$ cat config.mk
export PLATFORM = sky130hd
export DESIGN_NAME = fpmul_result_monitor_flat
export DESIGN_NICKNAME = d
export VERILOG_FILES = /design/src/rtl/fp_pkg.sv /design/src/rtl/fpmul_result_monitor_if.sv /design/src/rtl/sat_counter.sv /design/src/rtl/fpmul_result_monitor.sv /design/src/flat_wrapper.sv
export SDC_FILE = /design/constraint.sdc
export NUM_CORES = 1
export LEC_CHECK = 0
export CAP_MARGIN = 40
export CORE_MARGIN = 2
export CORE_UTILIZATION = 50
export CTS_CLUSTER_SIZE = 10
export DETAILED_ROUTE_END_ITERATION = 8
export PLACE_DENSITY = 0.81
export SLEW_MARGIN = 20
export SYNTH_ARGS = -nofsm -noshare
export SYNTH_HDL_FRONTEND = slang
export SYNTH_SLANG_ARGS = --single-unit
export TNS_END_PERCENT = 50
$ cat constraint.sdc
create_clock -name clk -period 3.07 [get_ports clk]
set_clock_uncertainty 0.15 [all_clocks]
set_input_delay 0.614 -clock clk [delete_from_list [all_inputs] [get_ports clk]]
set_output_delay 0.614 -clock clk [all_outputs]
set_load 0.02 [all_outputs]
$ cat src/rtl/fp_pkg.sv
// Shared IEEE-754 single-precision field layout, result class encodings and classifier.
// Pure combinational helpers; no state and no flow control.
package fp_pkg;

  localparam int EXP_W = 8;
  localparam int MAN_W = 23;
  localparam logic [EXP_W-1:0] EXP_MAX = 8'hFF;

  typedef enum logic [2:0] {
    CLS_ZERO   = 3'd0,
    CLS_DENORM = 3'd1,
    CLS_INF    = 3'd2,
    CLS_NAN    = 3'd3,
    CLS_NORMAL = 3'd4
  } fp_cls_e;

  // Sign bit is deliberately ignored: class depends on exponent and mantissa only.
  function automatic fp_cls_e fp_classify(input logic [EXP_W+MAN_W:0] z);
    logic [EXP_W-1:0] e;
    logic [MAN_W-1:0] m;
    fp_cls_e          c;
    e = z[MAN_W +: EXP_W];
    m = z[MAN_W-1:0];
    if (e == '0)
      c = (m == '0) ? CLS_ZERO : CLS_DENORM;
    else if (e == EXP_MAX)
      c = (m == '0) ? CLS_INF : CLS_NAN;
    else
      c = CLS_NORMAL;
    return c;
  endfunction

endpackage

$ cat src/rtl/fpmul_result_monitor_if.sv
// Operand-valid / FP_Z stream into the result monitor and its classified output.
// Valid-only stream: no ready, the monitor never stalls the multiplier.
interface fpmul_result_monitor_if #(
  parameter int NB = 32
);
  logic          in_valid;
  logic [NB-1:0] fp_z;
  logic          out_valid;
  logic [NB-1:0] out_data;
  logic [2:0]    out_class;

  modport master (
    output in_valid, fp_z,
    input  out_valid, out_data, out_class
  );

  modport slave (
    input  in_valid, fp_z,
    output out_valid, out_data, out_class
  );
endinterface

$ cat src/rtl/sat_counter.sv
// Saturating up-counter with synchronous clear; clear+inc in one cycle yields 1.
// Latency 1 cycle; no backpressure.
module sat_counter #(
  parameter int CW = 16
) (
  input  logic          clk,
  input  logic          rst,
  input  logic          clr,
  input  logic          inc,
  output logic [CW-1:0] q
);

  logic [CW-1:0] q_q;
  logic [CW-1:0] q_d;

  always_comb begin
    q_d = q_q;
    if (clr)
      q_d = CW'(inc);
    else if (inc && (q_q != '1))
      q_d = q_q + CW'(1);
  end

  always_ff @(posedge clk) begin
    if (rst) q_q <= '0;
    else     q_q <= q_d;
  end

  assign q = q_q;

endmodule

$ cat src/rtl/fpmul_result_monitor.sv
// Classifies each FPmul result, keeps saturating class counters, sign-error count and first-NaN index.
// Latency LAT+1 from in_valid to out_valid; no backpressure, the delay line shifts every cycle.
module fpmul_result_monitor
  import fp_pkg::*;
#(
  parameter int NB           = 32,
  parameter int LAT          = 4,
  parameter int CW           = 16,
  parameter int SQUARE_CHECK = 1
) (
  input  logic                  clk,
  input  logic                  rst,
  fpmul_result_monitor_if.slave bus,
  input  logic                  clear,
  output logic [CW-1:0]         cnt_total,
  output logic [CW-1:0]         cnt_zero,
  output logic [CW-1:0]         cnt_denorm,
  output logic [CW-1:0]         cnt_inf,
  output logic [CW-1:0]         cnt_nan,
  output logic [CW-1:0]         cnt_normal,
  output logic [CW-1:0]         cnt_sign_err,
  output logic                  nan_seen,
  output logic [CW-1:0]         first_nan_idx
);

  logic [LAT-1:0] dl_q;
  logic           v_al;
  fp_cls_e        cls;
  logic           sign_err;
  logic           nan_hit;

  logic           out_valid_q;
  logic [NB-1:0]  out_data_q;
  fp_cls_e        out_class_q;
  logic           nan_seen_q, nan_seen_d;
  logic [CW-1:0]  first_nan_idx_q, first_nan_idx_d;

  // Oldest tap lines up with the FP_Z produced for that operand pair.
  always_ff @(posedge clk) begin
    if (rst) dl_q <= '0;
    else     dl_q <= LAT'({dl_q, bus.in_valid});
  end

  assign v_al     = dl_q[LAT-1];
  assign cls      = fp_classify(bus.fp_z);
  assign sign_err = (SQUARE_CHECK != 0) && (cls != CLS_NAN) && bus.fp_z[NB-1];
  assign nan_hit  = v_al && (cls == CLS_NAN);

  always_ff @(posedge clk) begin
    if (rst) begin
      out_valid_q <= 1'b0;
      out_data_q  <= '0;
      out_class_q <= CLS_ZERO;
    end else begin
      out_valid_q <= v_al;
      if (v_al) begin
        out_data_q  <= bus.fp_z;
        out_class_q <= cls;
      end
    end
  end

  // A NaN arriving with clear is the first sample of the new window, index 0.
  always_comb begin
    nan_seen_d      = nan_seen_q;
    first_nan_idx_d = first_nan_idx_q;
    if (clear) begin
      nan_seen_d      = 1'b0;
      first_nan_idx_d = '0;
    end
    if (nan_hit && !nan_seen_d) begin
      nan_seen_d      = 1'b1;
      first_nan_idx_d = clear ? '0 : cnt_total;
    end
  end

  always_ff @(posedge clk) begin
    if (rst) begin
      nan_seen_q      <= 1'b0;
      first_nan_idx_q <= '0;
    end else begin
      nan_seen_q      <= nan_seen_d;
      first_nan_idx_q <= first_nan_idx_d;
    end
  end

  sat_counter #(.CW(CW)) u_cnt_total (
    .clk(clk), .rst(rst), .clr(clear), .inc(v_al), .q(cnt_total)
  );

  sat_counter #(.CW(CW)) u_cnt_sign (
    .clk(clk), .rst(rst), .clr(clear), .inc(v_al && sign_err), .q(cnt_sign_err)
  );

  logic [CW-1:0] cls_cnt [5];

  for (genvar c = 0; c < 5; c++) begin : g_cls_cnt
    sat_counter #(.CW(CW)) u_cnt (
      .clk(clk),
      .rst(rst),
      .clr(clear),
      .inc(v_al && (cls == fp_cls_e'(3'(c)))),
      .q  (cls_cnt[c])
    );
  end

  assign cnt_zero      = cls_cnt[CLS_ZERO];
  assign cnt_denorm    = cls_cnt[CLS_DENORM];
  assign cnt_inf       = cls_cnt[CLS_INF];
  assign cnt_nan       = cls_cnt[CLS_NAN];
  assign cnt_normal    = cls_cnt[CLS_NORMAL];

  assign nan_seen      = nan_seen_q;
  assign first_nan_idx = first_nan_idx_q;

  assign bus.out_valid = out_valid_q;
  assign bus.out_data  = out_data_q;
  assign bus.out_class = out_class_q;

endmodule
$ cat src/flat_wrapper.sv
// flat-port wrapper written by rule: the top's interface ports become plain ports
module fpmul_result_monitor_flat import fp_pkg::*;
#(
  parameter int NB           = 32,
  parameter int LAT          = 4,
  parameter int CW           = 16,
  parameter int SQUARE_CHECK = 1
)
  (clk, rst, clear, cnt_total, cnt_zero, cnt_denorm, cnt_inf, cnt_nan, cnt_normal, cnt_sign_err, nan_seen, first_nan_idx, bus_in_valid, bus_fp_z, bus_out_valid, bus_out_data, bus_out_class);
  fpmul_result_monitor_if #(.NB(NB)) bus_i ();
  input  logic clk;
  input  logic rst;
  input  logic clear;
  output logic [CW-1:0] cnt_total;
  output logic [CW-1:0] cnt_zero;
  output logic [CW-1:0] cnt_denorm;
  output logic [CW-1:0] cnt_inf;
  output logic [CW-1:0] cnt_nan;
  output logic [CW-1:0] cnt_normal;
  output logic [CW-1:0] cnt_sign_err;
  output logic nan_seen;
  output logic [CW-1:0] first_nan_idx;
  input wire logic [$bits(bus_i.in_valid)-1:0] bus_in_valid;
  input wire logic [$bits(bus_i.fp_z)-1:0] bus_fp_z;
  output wire logic [$bits(bus_i.out_valid)-1:0] bus_out_valid;
  output wire logic [$bits(bus_i.out_data)-1:0] bus_out_data;
  output wire logic [$bits(bus_i.out_class)-1:0] bus_out_class;
  assign bus_i.in_valid = bus_in_valid;
  assign bus_i.fp_z = bus_fp_z;
  assign bus_out_valid = bus_i.out_valid;
  assign bus_out_data = bus_i.out_data;
  assign bus_out_class = bus_i.out_class;
  fpmul_result_monitor #(.NB(NB), .LAT(LAT), .CW(CW), .SQUARE_CHECK(SQUARE_CHECK)) u_core (.clk(clk), .rst(rst), .bus(bus_i), .clear(clear), .cnt_total(cnt_total), .cnt_zero(cnt_zero), .cnt_denorm(cnt_denorm), .cnt_inf(cnt_inf), .cnt_nan(cnt_nan), .cnt_normal(cnt_normal), .cnt_sign_err(cnt_sign_err), .nan_seen(nan_seen), .first_nan_idx(first_nan_idx));
endmodule
==> metrics.md <==
| Metric | Value |
|---|---|
| EDFF count, synth | `0` |
| CTS H-Tree Depth | `4` |
| Hold Crit Class | `reg2reg` |
| # clock sinks | `169` |
| Ys flop type | `dfxtp_1` |
| Post-synthesis sequential area ratio | `42.34%` |
| Crit path launch type | `primary input` |
| Tightest Pin Transition | `0.8066 ns` |
| Fmax | `361.6 MHz` |
| Crit path capture | `u_core.g_cls_cnt[0].u_cnt.q[3]$_SDFFE_PP0P_` |
| Worst Path Arrival | `2.95 ns` |
| Nets | `1154` |
| R2r setup slk | `0.51 ns` |
| Core Area | `15770 sq um` |
| CTS tree | `done` |
| Critical path type | `in2reg` |
| PnR worst setup slack | `0.3048 ns` |
| Die Y | `130.4 microns` |
| Global-route wire length before repair | `35210 microns` |
| Most frequent cells in the layout | `clkdlybuf4s50_1, dfxtp_1, nand2_1` |
| Reg2Reg Depth | `7` |
| Vias in the first global route | `7140` |
| Area contributors post-synth | `dfxtp_1, mux2i_1, or4_1, nand2_1, a21oi_1` |
| Placer Congestion | `0.8885` |
| Layout filler cell count | `1301` |
| Commonest non-fill, non-tap cell in the layout | `clkdlybuf4s50_1` |
| CTS buffer count | `17` |
| Synth cell types | `60` |
| CTS root buffer | `clkbuf_16` |
| Slew HR | `45.93%` |
| CP max FO | `17` |
| FF/Latch Area | `3385 sq um` |
| Routed vias | `7929` |
| TNS Setup | `0 ns` |
| Die area | `17010 sq um` |
| Ys Warns | `0` |
| Crit. Startpoint | `bus_fp_z[17]` |
| Grt ovf | `0` |
| Post-synth top area share | `42.34%` |
| FP Rows | `46` |
| Post_cts resized | `0` |
| Largest net degree at the start of global routing | `74` |
| Post-layout min period | `2.765 ns` |
| Area of the multi-input gates | `4298 sq um` |
| Critical Path RT | `3.26 ns` |
| Syn Inst Count | `934` |
| RSZ-0062 raised after global routing | `false` |
| Final WL | `22010 microns` |
| Fin. Hold Viols | `0` |
| Leak | `3.314 nW` |
| RR Endpoint | `u_core.g_cls_cnt[3].u_cnt.q[15]$_SDFFE_PP0P_` |
| Final slew viol count | `0` |
| Outcome | `completed` |
| All-layer global routing usage | `25.65%` |
| DRC | `0` |
| # IOs | `201` |
| Setup violations, final | `0` |
| Initial drt markers | `434` |
| Fin crit share | `90.07%` |
| PwrDens | `421.5 nW/um^2` |
| DP HPWL | `14920 microns` |
| Pre-CTS WS | `-0.08368 ns` |
| Worst r2r src | `u_core.g_cls_cnt[3].u_cnt.q[0]$_SDFFE_PP0P_` |
| Routed Antenna Nets | `0` |
| Max_cap viols | `0` |
| Final non-filler cell total | `1340` |
| Placed cells | `1307` |
| Avg Cell Area, Syn | `8.556 sq um` |
| Detailed-route vias per instance | `5.917` |
| Initial Util | `50.67%` |
| Leading area contributor after synthesis | `dfxtp_1` |
| Area grow syn2layout | `35.78%` |
| First-pass DRT Iterations | `5` |
| Postcts setup bufs | `0` |
| Die width | `130.4 microns` |
| Peak supply drop | `0.3946 mV` |
| Layout cells sized above 1 | `7.384%` |
| CTS clk-pin slew, worst paths | `0.06 ns` |
| Worst-case clock buffer depth | `2` |
| Initial antenna violation count | `0` |
| Mean routed wirelength per cell | `16.43 microns` |
| Antenna cells | `0` |
| Ys async rst share | `0%` |
| Worst-Skew Late Latency | `0.43 ns` |
| Hold-fix buffers at CTS | `0` |
| Port bufs | `200` |
| Endpoint class of the critical path | `flip-flop` |
| Yosys reg bits | `169` |
| Hold Startpoint | `u_core.dl_q[2]$_SDFF_PP0_` |
| Synth Cell Area | `7991 sq um` |
| Mapped Nets | `977` |
worst min path at each step:
stage	to	slack (ns)	cells after the start
after detailed placement	u_core.dl_q[3]$_SDFF_PP0_	0.28	1
after floorplan	u_core.dl_q[1]$_SDFF_PP0_	0.26	1
after global placement	u_core.dl_q[3]$_SDFF_PP0_	0.27	1
after global routing	u_core.dl_q[3]$_SDFF_PP0_	0.30	1
final	u_core.dl_q[3]$_SDFF_PP0_	0.29	1
after CTS	u_core.dl_q[3]$_SDFF_PP0_	0.29	1
stage by stage:
step	area [sq um]	util, %	power (mW)	hold slack (ns)
after floorplan	7991	-	2.341	0.2638
after global placement	10230	64.89	2.433	0.2723
after detailed placement	10230	64.89	2.436	0.2789
after CTS	10830	68.68	4.613	0.2919
after global routing	10850	68.80	4.721	0.3012
final	10850	68.80	4.574	0.2888
critical path: stages:
cell and delay, ns:
clkdlybuf4s50_1 0.45, nor4_1 0.34, and4_1 0.36, nand3_2 0.34, or4_1 0.62, a21oi_1 0.22
kinds of logic (layout without fill, tap and decap cells):
| group | after synthesis | in the layout | share of synthesized area (%) |
|---|---|---|---|
| AOI/OAI and AO/OA | 183 | 183 | 14.72 |
| and+or+nand+nor | 430 | 430 | 29.64 |
| xor gates and xnor gates | 6 | 6 | 0.6576 |
| adders and majority gates | 7 | 7 | 1.096 |
| muxes | 59 | 59 | 7.390 |
| DFF | 169 | 169 | 42.34 |
| buffers and inverters | 80 | 270 | 4.165 |
power breakdown:
part / total (mW) / internal, mW / switching (mW) / leakage (nW)
registers: 2.21 / 2.20 / 0.00604 / 1.36
clock network: 2.18 / 1.30 / 0.884 / 0.286
logic: 0.185 / 0.0817 / 0.103 / 1.67
total: 4.57 / 3.58 / 0.994 / 3.31
Yosys cell counts, types with 5 or more instances:
master    number
and4_1         9
or3_1         36
dfxtp_1      169
or3b_2         5
buf_2         10
a21oi_1       66
nand4_1       33
ha_1           7
and3_1        17
inv_1         15
clkbuf_1      46
or4_1         51
nor4_1        23
mux2i_1       59
o31ai_1       43
nor3_1        10
and2_1         6
nor3b_1        6
nand2_1       91
nor2_1        67
nand3_1       52
o21ai_0       33
nor2b_1        6
layer usage:
layer | part of all wire, % | wire [microns] | track usage [%]
met4 | 1.8 | 395 | 9.637
met5 | 0 | 0 | 0
met1 | 43 | 9492 | 32.82
met2 | 48 | 10510 | 41.39
met3 | 7.4 | 1618 | 7.410
flip-flops by register name (all words and copies together) (netlist names):
signal / flops
u_core.bus.out_class: 3
u_core.bus.out_data: 32
u_core.bus.out_valid: 1
u_core.dl_q: 4
u_core.first_nan_idx: 16
u_core.g_cls_cnt.u_cnt.q: 80
u_core.nan_seen: 1
u_core.u_cnt_sign.q: 16
u_core.u_cnt_total.q: 16
area by class of cell:
class	instances	area share, %
clock inverters	12	1.384
repair buffers	223	20.69
multi-input cells	685	39.61
flip-flops and latches	169	31.19
inverters	15	0.5189
well taps	216	2.491
clock buffers	20	4.117
Power figures use the tool's default switching activity.
